### config.mk
export PLATFORM = sky130hd
export DESIGN_NAME = pattern_unpacker
export DESIGN_NICKNAME = d
export VERILOG_FILES = /design/src/rtl/pattern_unpacker.sv
export SDC_FILE = /design/constraint.sdc
export NUM_CORES = 1
export LEC_CHECK = 0
export BUFFER_PORTS_ARGS = -buffer_cell sky130_fd_sc_hd__buf_2
export CORE_UTILIZATION = 46
export CTS_CLUSTER_DIAMETER = 80
export DETAILED_ROUTE_END_ITERATION = 7
export PLACE_DENSITY = 0.81
export SKIP_CTS_REPAIR_TIMING = 1
export SLEW_MARGIN = 20
export SYNTH_ARGS = -nofsm -noshare
export SYNTH_HDL_FRONTEND = slang
export SYNTH_SLANG_ARGS = --single-unit
export TNS_END_PERCENT = 20
### constraint.sdc
create_clock -name clk -period 2.13 [get_ports clk]
set_input_delay 0.213 -clock clk [delete_from_list [all_inputs] [get_ports clk]]
set_output_delay 0.213 -clock clk [all_outputs]
set_load 0.05 [all_outputs]
### src/rtl/pattern_unpacker.sv
// Streams the mask-selected elements of one packed word out one beat at a time,
// lowest pattern position (MSB slice) first.
module pattern_unpacker #(
  parameter  int ELEM_W = 32,
  parameter  int N_ELEM = 4,
  localparam int IDX_W  = (N_ELEM > 1) ? $clog2(N_ELEM) : 1
) (
  input  logic                       clk,
  input  logic                       rst_n,
  input  logic                       in_valid,
  output logic                       in_ready,
  input  logic [N_ELEM*ELEM_W-1:0]   in_word,
  input  logic [N_ELEM-1:0]          in_mask,
  output logic                       out_valid,
  input  logic                       out_ready,
  output logic [ELEM_W-1:0]          out_data,
  output logic [IDX_W-1:0]           out_idx,
  output logic                       out_last,
  output logic [15:0]                words_done
);

  typedef enum logic {IDLE, EMIT} state_t;

  state_t                     state_q;
  logic [N_ELEM*ELEM_W-1:0]   word_q;
  logic [N_ELEM-1:0]          mask_q;
  logic                       in_ready_q;
  logic                       out_valid_q;
  logic [ELEM_W-1:0]          out_data_q;
  logic [IDX_W-1:0]           out_idx_q;
  logic                       out_last_q;
  logic [15:0]                words_done_q;

  logic [IDX_W-1:0]           first_idx_d;
  logic                       first_last_d;
  logic [ELEM_W-1:0]          first_data_d;
  logic [IDX_W-1:0]           adv_idx_d;
  logic                       adv_last_d;
  logic [ELEM_W-1:0]          adv_data_d;

  // Lowest set position at or above start; callers guarantee one exists.
  function automatic logic [IDX_W-1:0] find_from(input logic [N_ELEM-1:0] m, input int start);
    logic [IDX_W-1:0] p;
    p = '0;
    for (int i = N_ELEM - 1; i >= 0; i--) begin
      if (i >= start && m[i]) p = IDX_W'(i);
    end
    return p;
  endfunction

  function automatic logic none_above(input logic [N_ELEM-1:0] m, input int pos);
    logic r;
    r = 1'b1;
    for (int i = 0; i < N_ELEM; i++) begin
      if (i > pos && m[i]) r = 1'b0;
    end
    return r;
  endfunction

  function automatic logic [ELEM_W-1:0] slice_at(input logic [N_ELEM*ELEM_W-1:0] w, input int p);
    logic [ELEM_W-1:0] r;
    r = '0;
    for (int i = 0; i < N_ELEM; i++) begin
      if (i == p) r = w[(N_ELEM-1-i)*ELEM_W +: ELEM_W];
    end
    return r;
  endfunction

  always_comb begin
    first_idx_d  = find_from(in_mask, 0);
    first_last_d = none_above(in_mask, int'(first_idx_d));
    first_data_d = slice_at(in_word, int'(first_idx_d));
    adv_idx_d    = find_from(mask_q, int'(out_idx_q) + 1);
    adv_last_d   = none_above(mask_q, int'(adv_idx_d));
    adv_data_d   = slice_at(word_q, int'(adv_idx_d));
  end

  always_ff @(posedge clk or negedge rst_n) begin
    if (!rst_n) begin
      state_q      <= IDLE;
      word_q       <= '0;
      mask_q       <= '0;
      in_ready_q   <= 1'b1;
      out_valid_q  <= 1'b0;
      out_data_q   <= '0;
      out_idx_q    <= '0;
      out_last_q   <= 1'b0;
      words_done_q <= '0;
    end else begin
      case (state_q)
        IDLE: begin
          if (in_valid && in_ready_q) begin
            word_q <= in_word;
            mask_q <= in_mask;
            if (|in_mask) begin
              state_q     <= EMIT;
              in_ready_q  <= 1'b0;
              out_valid_q <= 1'b1;
              out_data_q  <= first_data_d;
              out_idx_q   <= first_idx_d;
              out_last_q  <= first_last_d;
            end else begin
              // An empty selection still counts as a consumed word.
              words_done_q <= words_done_q + 16'd1;
            end
          end
        end
        EMIT: begin
          if (out_ready) begin
            if (out_last_q) begin
              state_q      <= IDLE;
              in_ready_q   <= 1'b1;
              out_valid_q  <= 1'b0;
              words_done_q <= words_done_q + 16'd1;
            end else begin
              out_data_q <= adv_data_d;
              out_idx_q  <= adv_idx_d;
              out_last_q <= adv_last_d;
            end
          end
        end
        default: state_q <= IDLE;
      endcase
    end
  end

  assign in_ready   = in_ready_q;
  assign out_valid  = out_valid_q;
  assign out_data   = out_data_q;
  assign out_idx    = out_idx_q;
  assign out_last   = out_last_q;
  assign words_done = words_done_q;

endmodule

# == Word level (Yosys, flattened, before mapping) ==
# Cells that the tools add are included.
# word_totals
wordCells,110
reg_bits,186
input_bits,136
output_inout_bits,53
# op_classes
bitwise_logic,1
reduce_logical,19
n_eq_ne,12
n_mux,57
n_lt_le_gt_ge,10
addsub,2
# op_table
cell,count
$mux 32,12
$mux 16,4
$pmux 32 s2,1
$pmux 16 s2,1
$mux 2,12
$mux 1,22
$add 16x1->16 const B,1
$reduce_and 4->1,3
$logic_and 1x1->1,11
$ne 2x2->1 const B,5
$eq 2x2->1 const A,4
$gt 2x2->1 const A,4
$pmux 1 s2,4
$ge 1x3->1 const A,2
$ge 2x3->1 const A,2
$eq 1x2->1 const A,2
$gt 1x2->1 const A,2
$logic_not 2->1,2
$pmux 2 s2,1
$reduce_or 4->1,1
$add 2x1->3 const B,1
$reduce_and 3->1,1
$ne 2x1->1 const B,1
$reduce_and 2->1,1
$not 1->1,1

# == Depth between registers and ports, before layout ==
# logic_depth
depth_word,15
mapped_depth,7
depth_no_buf,5

# == Worst setup path after synthesis ==
# No wires, ideal clock.
# synth_timing
path_type,register to register
startpoint,"register in_ready_q, in the netlist in_ready"
endpoint,"register words_done_q[12], in the netlist words_done[12]"
setup_time_ns,0.142
setup_slack_ns,0.106
stages_incl_launch_ff,8
required_ns,1.988
path_buffers,2
period_less_slack_ns,2.024
arrival_ns,1.881
cell_sequence,dfstp_2 > nand3b_1 > buf_2 > o41ai_4 > and3_1 > buf_2 > nand4_1 > xnor2_1
# synth_between
elab_chain_cells,3
# synth_lines
item,line,rtl
start: declaration,27,logic in_ready_q;
start signal: assignment,83,in_ready_q <= 1'b1;
start signal: assignment,97,in_ready_q <= 1'b0;
start signal: assignment,112,in_ready_q <= 1'b1;
$logic_and 1x1->1,92,if (in_valid && in_ready_q) begin
$ne 2x2->1 (no line),-,
$reduce_and 4->1 (no line),-,
end signal: assignment,104,words_done_q <= words_done_q + 16'd1;
end signal: assignment,114,words_done_q <= words_done_q + 16'd1;
end: declaration,32,logic [15:0] words_done_q;
# No other way between the ends.
# A chain may end at the register's enable or synchronous reset.

# == Final worst setup path ==
# layout_timing
startpoint,"register out_idx_q[0], in the netlist out_idx[0]"
endpoint,"register out_data_q[17], in the netlist out_data[17]"
# layout_between
elab_chain_cells,15
elab_cells_between_ends,24
cone_classes,add/sub: 1; order compare: 4; eq/ne: 3; mux: 11; reduce/logical: 5
# layout_lines
item,line,rtl
start: declaration,30,logic [IDX_W-1:0] out_idx_q;
start signal: assignment,100,out_idx_q <= first_idx_d;
start signal: assignment,117,out_idx_q <= adv_idx_d;
$add 2x1->3 *,73,"adv_idx_d = find_from(mask_q, int'(out_idx_q) + 1);"
$ge 2x3->1,46,if (i >= start && m[i]) p = IDX_W'(i);
$logic_and 1x1->1,46,
$mux 2 (3 in a row),46,
$mux 2 *,46,
$logic_not 2->1,64,if (i == p) r = w[(N_ELEM-1-i)*ELEM_W +: ELEM_W];
$mux 32 (3 in a row),64,
$mux 32 *,64,
$mux 32 *,110,if (out_last_q) begin
$mux 32 *,109,if (out_ready) begin
$pmux 32 s2 *,90,case (state_q)
end signal: assignment,99,out_data_q <= first_data_d;
end signal: assignment,116,out_data_q <= adv_data_d;
end: declaration,29,logic [ELEM_W-1:0] out_data_q;
# Every way passes the cells marked *; elsewhere a longest branch is shown, timed or not. The select of a mux whose other input is x is not followed.

==> reports/qor.yml <==
synth_area_mm2: 0.00948
cp.arrival_ps: 2390
grt_pass1_vias: 8260
numPortBuffers: 188
nets: 1216
ys_async_sr_fraction_pct: 100
critPathBufInv: 0
ys.flop_type: "dfrtp_1"
via_per_inst: 6.08
setup_viol: 0
critPathMaxFanout: 32
critPathSlowestCell: "and2_2"
grt_antenna_before_repair: 3
cp-start-kind: "flop"
synthTopCellsByCount: "dfrtp_1 (184), mux2_2 (131), nand2_1 (104)"
peakVddDrop_v: 0.000771
holdWs_ps: 7.16
hold_viol: 0
clkSinkCount: 185
yosysWarnings: 0
clk_latency_ps: 450
fin_crit_ps: 2040
yosys-top-cells-area: "dfrtp_1 (49%), mux2_2 (16%), nand2_1 (4.1%), a311o_1 (3.4%), nor2_1 (3.0%)"
die_y_um: 146
fmax_mhz: 490
use_met3_pct: 8.53
die-width_um: 146
synth_most_common_cell: "dfrtp_1"
end_kind: "flop"
gp_congestion: 0.814
crit_family: "simple AND/OR/NAND/NOR gates"
area_delta_synth_final_pct: 21.4
grt_util_all_layers_pct: 27.6
clock_skew_ps: 13.8
vias: 8295
synth.largest_area_cell: "dfrtp_1"
io_pins: 189
synth_edf_count: 0
rrSetupSlack_ps: 90
met1_usage_pct: 35.0
p_leak_nw: 4.89
path_clk_slew_ps: 80
maxSlewViolCount: 0
met2_usage_pct: 43.1
status: "completed"
netlist-cell-type-count: 45
start_util_pct: 46.9
rsz0062_at_grt: "no"
clockBufferDepth: 2
ant_nets: 0
slew_headroom_pct: 44.1
wire_per_inst_um: 21.3
setup_tns_ps: 0
postSynthAreaPerCell_um2: 10.4
firstDrtPassIters: 5
clockRootBuffer: "clkbuf_16"
core-area_mm2: 0.0202
fillers: 1697
crit_chain: "nand2b_1, o31ai_4, and2_2, o311ai_1, a31oi_1"
cts_inserted_buffers: 17
crit_type: "flop to flop"
htree_num_levels: 4
busiest_layer: "met2"
grt-ovfl-total: 0
synthCells: 912
worst_slew_pin_slew_ps: 839
p_per_area_mw_per_mm2: 1590
rows: 52
grt_max_degree: 74
max-cap-violations: 0
hpwl_um: 18300
grt_pass1_wl_um: 45100
max_stage_delay_ps: 740
drt-initial-drc-count: 720
synthesis.nets: 1049
dieArea_mm2: 0.0212
synth_seq_area_share_pct: 48.8
period_share_pct: 95.9
drive_above_1_share_pct: 37.6
worstPathRequired_ps: 2480
yosysTopAreaCellShare_pct: 48.6
cts_tree: "yes"
hp-class: "input port to flop"
synth-seq-cells: 185
drc: 0
drt-total-wl_um: 29000
## power breakdown
group / leakage, nW / internal [mW] / total [mW] / switching (mW)
registers: 2.18 / 5.24 / 6.26 / 1.02
logic: 2.42 / 3.41 / 8.76 / 5.35
clock network: 0.291 / 1.79 / 3.27 / 1.48
total: 4.89 / 10.4 / 18.3 / 7.86
## worst register-to-register path, cell delays in order (launching register included)
cell      delay [ps]
dfrtp_1          450
nand2b_1         220
o31ai_4           80
and2_2           740
o311ai_1         220
a31oi_1          240
## cell type report
cell class / count / area, µm² / area share (%)
Antenna cell: 3 / 7.51 / 0.0652
Clock buffer: 18 / 439 / 3.81
Clock inverter: 14 / 158 / 1.37
Inverter: 7 / 26.3 / 0.228
Multi-Input combinational cell: 639 / 4550 / 39.5
Sequential cell: 185 / 4640 / 40.3
Tap cell: 270 / 338 / 2.93
Timing Repair Buffer: 229 / 1360 / 11.8
## metrics by stage
step	total power [mW]	setup WS [ps]	instance area [µm²]	util (%)	std cells
CTS	18.2	94.8	11500	56.6	1356
global placement	14.6	229	10900	53.7	1324
floorplan	12.2	106	9480	-	912
detailed placement	14.9	112	10900	53.7	1324
finish	18.3	87.3	11500	56.9	1365
global route	19.1	11.0	11500	56.9	1364
## cell usage in the layout (no fill, tap or decap), types with 2 or more instances in the layout
master	instances
buf_2	187
dfrtp_1	180
mux2_2	131
nand2_1	104
nor2_1	76
a21oi_1	39
o21ai_0	37
nand3_1	36
nand3b_1	33
o311ai_1	33
nor3b_1	32
a311o_1	32
a31oi_1	32
buf_4	31
clkbuf_16	17
xnor2_1	12
buf_12	8
inv_1	7
inv_6	7
nand4_1	5
dfrtp_2	4
diode_2	3
xor2_1	3
a21o_1	2
nand2b_1	2
nor2b_4	2
nand2b_2	2
nor3_1	2
a22o_1	2
clkbuf_8	2
bufinv_16	2
clkinvlp_4	2
clkinv_2	2
dlygate4sd3_1	2
## kinds of logic (layout without fill, tap and decap cells)
kind of cell    count (synthesis)  in the layout  synth area share [%]
xor+xnor                       15             15                  1.39
fa+ha+maj                       1              1                 0.132
simple gates                  303            303                  15.7
compound gates                188            188                  14.4
buf+inv                        88            268                  3.89
mux                           132            132                  15.7
other cells                     0              3                     0
flops                         185            185                  48.8
## routing by layer
layer	routed length, µm	vias to the layer above
li1	-	3652
met1	11900	4100
met2	13600	465
met3	2670	78
met4	878	0
met5	0	-
## state kept, by name (all words and copies together), names as in the netlist
signal	flops
mask_q	3
out_data	32
in_ready	1
word_q	128
out_last	1
words_done	16
out_idx	2
state_q	1
out_valid	1
## path summary, 6_finish.rpt
path	to	startpoint	cells past startpoint
min in group asynchronous	out_data[1]	rst_n	2
max in group asynchronous	words_done[10]	rst_n	3
hold / removal	word_q[56]	in_word[56]	2
setup reg to reg	out_data[17]	out_idx[0]	5
setup / recovery	out_data[17]	out_idx[0]	5
hold reg to reg	words_done[15]	words_done[15]	1
Note: power is estimated with default switching activity, not from simulation.
